===== src/rtl/dmni_send_pkg.sv =====
// Shared types and constants for the DMNI send path.
package DMNIPkg;

    typedef enum logic [1:0] {
        IDLE,
        SEG1,
        SEG2,
        DRAIN
    } send_state_e;

    localparam logic [31:0] WORD_STRIDE = 32'd4;

endpackage


===== src/rtl/dmni_send_fifo.sv =====
// Flit FIFO for the DMNI send path; power-of-two depth, no data reset.
module dmni_fifo #(
    parameter int DEPTH = 4,
    parameter int WIDTH = 32
) (
    input  logic                     clk_i,
    input  logic                     rst_ni,
    input  logic                     push,
    input  logic [WIDTH-1:0]         wdata,
    input  logic                     pop,
    output logic [WIDTH-1:0]         rdata,
    output logic                     full,
    output logic                     empty,
    output logic [$clog2(DEPTH):0]   count
);

    localparam int AW = $clog2(DEPTH);

    logic [WIDTH-1:0] mem [DEPTH];
    logic [AW-1:0]    rd_ptr;
    logic [AW-1:0]    wr_ptr;
    logic             do_push;
    logic             do_pop;

    assign full    = (count == (AW+1)'(DEPTH));
    assign empty   = (count == '0);
    assign do_push = push && !full;
    assign do_pop  = pop && !empty;
    assign rdata   = mem[rd_ptr];

    always_ff @(posedge clk_i) begin
        if (do_push) begin
            mem[wr_ptr] <= wdata;
        end
    end

    // Pointers wrap naturally because DEPTH is a power of two.
    always_ff @(posedge clk_i or negedge rst_ni) begin
        if (!rst_ni) begin
            rd_ptr <= '0;
            wr_ptr <= '0;
            count  <= '0;
        end else begin
            if (do_push) wr_ptr <= wr_ptr + 1'b1;
            if (do_pop)  rd_ptr <= rd_ptr + 1'b1;
            if (do_push && !do_pop) begin
                count <= count + 1'b1;
            end else if (do_pop && !do_push) begin
                count <= count - 1'b1;
            end
        end
    end

endmodule


===== src/rtl/dmni_send.sv =====
// DMNI send engine: streams two memory segments as one packet into the
// router local port, with read issue throttled by FIFO space.
module dmni_send
    import DMNIPkg::*;
#(
    parameter int BUFFER_SIZE = 4
) (
    input  logic        clk_i,
    input  logic        rst_ni,
    input  logic        start_i,
    input  logic [31:0] size_i,
    input  logic [31:0] address_i,
    input  logic [31:0] size_2_i,
    input  logic [31:0] address_2_i,
    output logic        active_o,
    output logic        mem_en_o,
    output logic [31:0] mem_addr_o,
    input  logic [31:0] mem_data_i,
    output logic        noc_tx_o,
    input  logic        noc_credit_i,
    output logic [31:0] noc_data_o,
    output logic        noc_eop_o
);

    localparam int CW = $clog2(BUFFER_SIZE) + 1;

    send_state_e state;
    logic [31:0] cnt;
    logic [31:0] addr;
    logic [31:0] size2_q;
    logic [31:0] addr2_q;
    logic [31:0] total;
    logic [31:0] sent;
    logic        inflight;

    logic [CW-1:0] occ;
    logic [CW:0]   pending;
    logic [31:0]   head;
    logic          full;
    logic          empty;
    logic          issue;
    logic          xfer;
    logic          last;

    dmni_fifo #(
        .DEPTH (BUFFER_SIZE),
        .WIDTH (32)
    ) u_fifo (
        .clk_i  (clk_i),
        .rst_ni (rst_ni),
        .push   (inflight),
        .wdata  (mem_data_i),
        .pop    (xfer),
        .rdata  (head),
        .full   (full),
        .empty  (empty),
        .count  (occ)
    );

    // In-flight reads count against FIFO space so returned data always fits.
    assign pending = {1'b0, occ} + {{CW{1'b0}}, inflight};
    assign issue   = (state == SEG1 || state == SEG2) && (cnt != '0)
                     && !full && (pending < (CW+1)'(BUFFER_SIZE));
    assign xfer    = !empty && noc_credit_i;
    assign last    = (sent + 32'd1 == total);

    assign active_o   = (state != IDLE);
    assign mem_en_o   = issue;
    assign mem_addr_o = addr;
    assign noc_tx_o   = !empty;
    assign noc_data_o = empty ? '0 : head;
    assign noc_eop_o  = !empty && last;

    always_ff @(posedge clk_i or negedge rst_ni) begin
        if (!rst_ni) begin
            state    <= IDLE;
            cnt      <= '0;
            addr     <= '0;
            size2_q  <= '0;
            addr2_q  <= '0;
            total    <= '0;
            sent     <= '0;
            inflight <= 1'b0;
        end else begin
            inflight <= issue;
            if (xfer) sent <= sent + 32'd1;
            unique case (state)
                IDLE: begin
                    if (start_i) begin
                        state   <= SEG1;
                        cnt     <= size_i;
                        addr    <= address_i;
                        size2_q <= size_2_i;
                        addr2_q <= address_2_i;
                        total   <= size_i + size_2_i;
                        sent    <= '0;
                    end
                end
                SEG1: begin
                    if (cnt == '0 || (issue && cnt == 32'd1)) begin
                        state <= SEG2;
                        cnt   <= size2_q;
                        addr  <= addr2_q;
                    end else if (issue) begin
                        cnt  <= cnt - 32'd1;
                        addr <= addr + WORD_STRIDE;
                    end
                end
                SEG2: begin
                    if (issue) begin
                        cnt  <= cnt - 32'd1;
                        addr <= addr + WORD_STRIDE;
                    end
                    if (cnt == '0 || (issue && cnt == 32'd1)) begin
                        state <= DRAIN;
                    end
                end
                DRAIN: begin
                    if (total == '0 || (xfer && last)) begin
                        state <= IDLE;
                    end
                end
            endcase
        end
    end

endmodule


===== config.mk =====
export PLATFORM = sky130hd
export DESIGN_NAME = dmni_send
export DESIGN_NICKNAME = d
export VERILOG_FILES = /design/src/rtl/dmni_send_pkg.sv /design/src/rtl/dmni_send_fifo.sv /design/src/rtl/dmni_send.sv
export SDC_FILE = /design/constraint.sdc
export NUM_CORES = 1
export LEC_CHECK = 0
export BUFFER_PORTS_ARGS = -buffer_cell sky130_fd_sc_hd__buf_2
export CAP_MARGIN = 20
export CORE_MARGIN = 1.5
export CORE_UTILIZATION = 60
export DETAILED_ROUTE_END_ITERATION = 16
export PLACE_DENSITY = 0.82
export SYNTH_ARGS = -nofsm -noshare
export SYNTH_HDL_FRONTEND = slang
export SYNTH_SLANG_ARGS = --single-unit

===== constraint.sdc =====
create_clock -name clk_i -period 8.8 [get_ports clk_i]
set_clock_uncertainty 0.15 [all_clocks]
set_input_delay 1.76 -clock clk_i [delete_from_list [all_inputs] [get_ports clk_i]]
set_output_delay 1.76 -clock clk_i [all_outputs]
set_load 0.05 [all_outputs]

==> impl_metrics.yaml, run 1 <==
floorplan:
  die_x_um: 178
  start_util_pct: 61.5
  die-area_sq_um: 31700
  fp.dieH_um: 178
  rows: 63
  core_sq_um: 29900
  io_pins: 232
sta:
  finalMaxSlewViolations: 0
  period_minus_slack_ps: 5750
  clock.fmax_mhz: 174
  period_share_pct: 65.4
  tns_ps: 0
  worst_slack_ps: 3050
  grt_setup_unrepaired: "no"
  tightest_slew_ps: 1030
  whs_ps: 321
  slew_headroom_pct: 31.2
  hold_violations: 0
  setup_viol: 0
clock_network:
  cts_num_sinks: 330
  cts_buffers: 37
  cts_setup_buffers: 0
  cts_tree: "built"
  clockBufferDepth: 3
  ctsResizeCount: 0
  htree_levels: 2
  clk_pin_slew_ps: 60
  ctsHoldBuffers: 0
  clkLatencyLatePin_ps: 540
  root_buffer: "clkbuf_16"
place:
  routabilityCongestion: 0.943
  place_inst: 2368
  placement.io_buffers: 231
  dp_hpwl_um: 34900
  place_ws_ps: 3680
logic_synthesis:
  yosysSeqAreaShare_pct: 48.4
  synth_top_area_share_pct: 27.5
  syn_area_per_cell_sq_um: 10.0
  async_flop_share_pct: 61.2
  synth_edf_count: 128
  synth.ff_latch_count: 330
  yosys-top-cells-area: "dfrtp_1, edfxtp_1, nand2_1"
  yosysWarnings: 0
  synth_nets: 2046
  ys_types: 94
  synth_cells: 1836
  netlist_area_sq_um: 18400
  yosysTopAreaCell: "dfrtp_1"
  ys.flop_type: "dfrtp_1"
grt:
  first_global_vias: 15500
  grt_pass1_wl_um: 82700
  grt_antenna_before_repair: 7
  grt_max_degree: 96
  grt_overflow: 0
  grtUsageTotal_pct: 33.3
min_path:
  hold-path-cell-count: 2
  min_to: "addr2_q[0]"
  worstHoldStart: "addr2_q[0]"
  holdCritPathClass: "register to register"
power_and_ir_drop:
  power-per-cell-area_nw_per_um2: 380
  seqPwrFrac_pct: 32.6
  p_total_mw: 8.01
  vdd_drop_max_uv: 322
  p_sw_share_pct: 46.1
  intPower_mw: 4.31
  p_leak_nw: 8.92
  comb_power_share_pct: 47.1
  pwr-share-clk_pct: 20.3
  p_sw_mw: 3.69
final_layout:
  n_fill_cell: 2145
  final_cell_count_no_fill: 2443
  drive_gt1_share_pct: 19.2
  layout.nets: 2227
  areaGrowthSynthToFinish_pct: 14.7
flow_run:
  cap_violations: 0
drt:
  drt_iter0_markers: 1414
  wl_met3_um: 4160
  num_vias: 15600
  wirelength_um: 52500
  viasPerCell: 6.37
  wl_met2_um: 25700
  ant_nets: 0
  wl_met1_um: 20500
  wire_per_inst_um: 21.5
  drc: 0
  drt_pass1_iterations: 6
  dr.max_layer_used: "met5"
worst_setup_path:
  crit_path_start_kind: "register"
  r2r_slack_ps: 4700
  worstPathRequired_ps: 6890
  crit-reg2reg-launch: "sent[0]"
  crit_fanout: 15
  path_cells: "ha_1 > nand4_4 > nor4_4 > nand2_1 > xnor2_2 > o2111ai_1 > nor4_1 > o2111ai_1 > nor2b_1 > buf_2"
  crit_path_top_delay_cell: "nor4_4"
  critPathKind: "register to output pin"
  r2r_cells: 9
  critPathBufInv: 1
  crit_arrival_ps: 3840
  slowest_delay_ps: 760
  r2r_end: "state[0]"
  crit_top_cell: "o2111ai_1"
  crit_family: "simple AND/OR/NAND/NOR gates"
  endpoint_kind: "output pin"
run_status:
  status: "completed"
-- layout by cell type, fill, tap and decap left out, types with 31 or more instances in the layout --
| cell type | netlist | final |
|---|---|---|
| nand2_1 | 328 | 327 |
| buf_2 | 15 | 230 |
| dfrtp_1 | 202 | 200 |
| o21ai_0 | 159 | 158 |
| edfxtp_1 | 128 | 128 |
| nor2_1 | 98 | 97 |
| xor2_1 | 82 | 82 |
| a21oi_1 | 67 | 66 |
| xnor2_1 | 65 | 65 |
| and2_1 | 50 | 50 |
| ha_1 | 44 | 43 |
| nand3_1 | 40 | 40 |
| nor3_1 | 37 | 37 |
| clkbuf_16 | 0 | 37 |
| a221oi_1 | 35 | 35 |
| mux4_2 | 32 | 32 |
| inv_1 | 32 | 31 |
| and3_1 | 31 | 31 |
-- state kept, by name, summed over array words and instances (netlist names) --
name / count
u_fifo.mem: 128
addr2_q: 32
cnt: 32
mem_addr_o: 32
sent: 32
size2_q: 32
total: 32
u_fifo.count: 3
state: 2
u_fifo.rd_ptr: 2
u_fifo.wr_ptr: 2
inflight: 1
-- power groups by stage --
| stage | logic, mW | clock network [mW] | registers (mW) |
|---|---|---|---|
| 3_3_place_gp | 3.61 | 0 | 2.58 |
| 2_1_floorplan | 2.61 | 0 | 2.65 |
| 5_1_grt | 4.09 | 1.70 | 2.66 |
| 6_report | 3.77 | 1.63 | 2.61 |
| 4_1_cts | 3.74 | 1.64 | 2.59 |
| 3_5_place_dp | 3.69 | 0 | 2.61 |
-- worst max path at each step --
stage | from | slack, ps | cells after the start | end
finish | sent[0] | 3050 | 10 | noc_eop_o
global route | sent[0] | 2770 | 10 | noc_eop_o
CTS | sent[0] | 3030 | 10 | noc_eop_o
detailed placement | sent[0] | 3680 | 10 | noc_eop_o
global placement | sent[0] | 3780 | 10 | noc_eop_o
floorplan | sent[0] | 4050 | 10 | noc_eop_o
-- layer usage --
metal	vias to the layer above	global-route usage, %
li1	7039	-
met2	806	56.4
met5	-	0
met3	154	5.73
met4	4	13.8
met1	7567	42.5
-- cells by family (layout without fill, tap and decap cells) --
logic type / after synthesis / in the layout / share of synthesized area [%]
compound gates: 408 / 408 / 14.1
simple gates: 725 / 725 / 19.7
mux: 38 / 38 / 4.27
flops: 330 / 330 / 48.4
buf+inv: 140 / 349 / 3.15
other cells: 0 / 8 / 0
fa+ha+maj: 47 / 47 / 3.27
xor+xnor: 148 / 148 / 7.09
-- area by class of cell --
| cell class | instances | area [sq um] | share of cell area (%) |
|---|---|---|---|
| well taps | 390 | 488 | 2.31 |
| repair buffers | 250 | 1310 | 6.20 |
| clock inverters | 19 | 277 | 1.31 |
| diodes | 8 | 20.0 | 0.0949 |
| multi-input cells | 1366 | 8960 | 42.5 |
| clock buffers | 48 | 1010 | 4.78 |
| inverters | 32 | 120 | 0.570 |
| flip-flops and latches | 330 | 8900 | 42.2 |
-- synthesized netlist by cell type, types with 5 or more instances --
cell type	instances
a22o_1	5
edfxtp_1	128
o22ai_1	5
and3_1	31
or4_1	8
o21ai_0	159
or3_1	12
nand2_1	328
nor4b_1	6
nor2b_1	5
o2111ai_1	14
and2_1	50
nor3_1	37
nor3b_1	5
xnor2_1	65
mux4_2	32
a211oi_1	11
ha_1	44
nor2_1	98
clkbuf_1	82
o21ai_1	7
nand2b_1	8
o31ai_1	8
dfrtp_1	202
nand3_1	40
nand3b_1	6
a21o_1	13
a21oi_1	67
xor2_1	82
o211ai_1	14
buf_2	15
buf_4	5
nor4_1	20
nand4_1	20
a31oi_1	14
o221ai_1	9
and4_1	11
or2_2	6
inv_1	32
a221oi_1	35
-- through the flow --
step	cell area, sq um	utilization [%]
2_1_floorplan	18400	-
3_3_place_gp	19800	66.2
3_5_place_dp	19800	66.2
4_1_cts	21100	70.5
5_1_grt	21100	70.5
6_report	21100	70.6
-- worst min-delay path, delay by kind of cell (launching register included) --
family / cells / cell delay (ps)
AND/OR/NAND/NOR: 2 / 100
flip-flops: 1 / 340
Power figures use the tool's default switching activity.
==> run 2: changes to the inputs <==
--- a/config.mk
+++ b/config.mk
@@ -8,9 +8,9 @@
 export BUFFER_PORTS_ARGS = -buffer_cell sky130_fd_sc_hd__buf_2
 export CAP_MARGIN = 20
 export CORE_MARGIN = 1.5
-export CORE_UTILIZATION = 60
+export CORE_UTILIZATION = 53
 export DETAILED_ROUTE_END_ITERATION = 16
-export PLACE_DENSITY = 0.82
+export PLACE_DENSITY = 0.77
 export SYNTH_ARGS = -nofsm -noshare
 export SYNTH_HDL_FRONTEND = slang
 export SYNTH_SLANG_ARGS = --single-unit
==> constraint.sdc (replaced) <==
create_clock -name clk_i -period 4.8 [get_ports clk_i]
set_clock_uncertainty 0.15 [all_clocks]
set_input_delay 0.96 -clock clk_i [delete_from_list [all_inputs] [get_ports clk_i]]
set_output_delay 0.96 -clock clk_i [all_outputs]
set_load 0.05 [all_outputs]
==> run 2 against run 1 <==
First-iteration DRC count decreased by 21%. Critical path depth increased by 1. Total power increased by 78%. Final cell count increased by 2.7%. Via count decreased by 2.3%. Combinational power increased by 80%. Register-to-register slack got worse by 3600 ps. Worst hold slack got worse by 4.4 ps. Sequential share of layout area decreased by 0.052 points. Critical path type unchanged. Critical endpoint unchanged. Largest power group unchanged. Highest routed layer unchanged.
==> impl_metrics.yaml, run 2 (synthesized netlist as in run 1, its figures left out) <==
sta:
  slew_headroom_pct: 33.0
  hold_violations: 0
  period_minus_slack_ps: 4560
  setup_viol: 0
  finalMaxSlewViolations: 0
  tns_ps: 0
  clock.fmax_mhz: 219
  grt_setup_unrepaired: "no"
  tightest_slew_ps: 1000
  period_share_pct: 95.0
drt:
  num_vias: 15200
  drc: 0
  wirelength_um: 51300
  wire_per_inst_um: 20.5
  drt_pass1_iterations: 5
  viasPerCell: 6.07
  drt_iter0_markers: 1123
  ant_nets: 0
final_layout:
  layout_common_cells: "nand2_1, buf_2, dfrtp_1, o21ai_0, edfxtp_1"
  largest-register: "u_fifo.mem"
  final_util_pct: 61.4
  areaGrowthSynthToFinish_pct: 14.8
  final_common_cell: "nand2_1"
  n_fill_cell: 2837
  largest_register_ffs: 128
  drive_gt1_share_pct: 19.3
  layout.nets: 2231
grt:
  grt_antenna_before_repair: 10
  grtUsageTotal_pct: 28.5
  grt_pass1_wl_um: 81100
  first_global_vias: 15000
  grt_max_degree: 118
  grt_overflow: 0
power_and_ir_drop:
  p_leak_nw: 8.92
  vdd_drop_max_uv: 479
  intPower_mw: 7.67
  pwr-share-clk_pct: 18.8
  power-per-cell-area_nw_per_um2: 677
  seqPwrFrac_pct: 33.6
  p_sw_mw: 6.62
  p_sw_share_pct: 46.3
  comb_power_share_pct: 47.5
floorplan:
  rows: 68
  io_pins: 232
  fp.dieH_um: 189
  die-area_sq_um: 35800
  start_util_pct: 53.5
  core_sq_um: 34400
  die_x_um: 189
place:
  routabilityCongestion: 0.946
  placement.io_buffers: 231
  dp_hpwl_um: 35700
worst_setup_path:
  crit_path_start_kind: "register"
  endpoint_kind: "output pin"
  critPathKind: "register to output pin"
  crit_arrival_ps: 3450
  worstPathRequired_ps: 3690
  r2r_end: "state[1]"
  crit_fanout: 15
  r2r_cells: 10
  r2r_slack_ps: 1100
  crit-reg2reg-launch: "sent[0]"
min_path:
  worstHoldStart: "size2_q[13]"
  hold-path-cell-count: 2
  min_to: "size2_q[13]"
  holdCritPathClass: "register to register"
clock_network:
  cts_tree: "built"
  clkLatencyLatePin_ps: 540
  cts_num_sinks: 330
  clockBufferDepth: 3
  clk_pin_slew_ps: 60
  htree_levels: 2
  cts_buffers: 36
  root_buffer: "clkbuf_16"
run_status:
  status: "completed"
flow_run:
  cap_violations: 0
==> run 2: changes by cell type in the layout (fill, tap and decap cells not counted), sizes merged <==
cell and change:
buf +5, bufinv -4, clkbuf -2, clkinv +2, diode -2, inv +1
==> run 2: through the flow <==
step	setup WS (ps)	power (mW)	instance area, sq um	instances	hold slack (ps)
after global placement	793	11.4	19900	2438	300
final	239	14.3	21100	2508	317
after floorplan	850	9.64	18400	1836	287
after detailed placement	736	11.6	19900	2438	308
after CTS	159	14.3	21100	2502	321
after global routing	35.7	15.2	21100	2508	348
==> run 2: worst max-delay path by stage <==
| stage | startpoint | endpoint | slack (ps) |
|---|---|---|---|
| after floorplan | sent[0] | noc_eop_o | 850 |
| after global placement | sent[0] | noc_eop_o | 790 |
| after detailed placement | sent[0] | noc_eop_o | 740 |
| after CTS | sent[0] | noc_eop_o | 160 |
| after global routing | sent[14] | noc_eop_o | 40 |
| final | sent[0] | noc_eop_o | 240 |
==> run 2: cell type report <==
cell class                      count  area, sq um  area share [%]
Multi-Input combinational cell   1366         8980            42.5
Sequential cell                   330         8900            42.2
Timing Repair Buffer              255         1370            6.49
Clock buffer                       46          978            4.63
Tap cell                          455          569            2.70
Clock inverter                     18          178           0.842
Inverter                           32          120           0.569
Antenna cell                        6         15.0          0.0711
==> run 2: worst max-delay path, cell delays in order, from the launching register on <==
cell       delay, ps
dfrtp_1          440
ha_2             310
nand4_4          150
nor4_4           300
buf_4            250
and4_2           260
or2_2            110
nand4_1           90
nor4_1           390
o2111ai_1        210
nor2b_1          140
buf_2            270
==> run 2: layer usage <==
layer	track usage, %	wire, um	up-vias
li1	-	-	7061
met1	36.9	21100	7401
met2	49.0	25200	637
met3	4.04	3380	110
met4	10.4	1680	6
met5	0	39	-
==> run 2: power groups by stage <==
stage / Combinational (mW) / Sequential, mW / Clock [mW]
after floorplan: 4.78 / 4.86 / 0
after global placement: 6.59 / 4.77 / 0
after detailed placement: 6.73 / 4.82 / 0
after CTS: 6.78 / 4.79 / 2.72
after global routing: 7.40 / 4.92 / 2.84
final: 6.79 / 4.81 / 2.69
==> run 2: timing repair <==
item	CTS	global route
buffers inserted	0	0
hold buffers	0	0
endpoints found under the hold margin	0	0
setup endpoints to repair	0	1
gates resized for setup	0	3
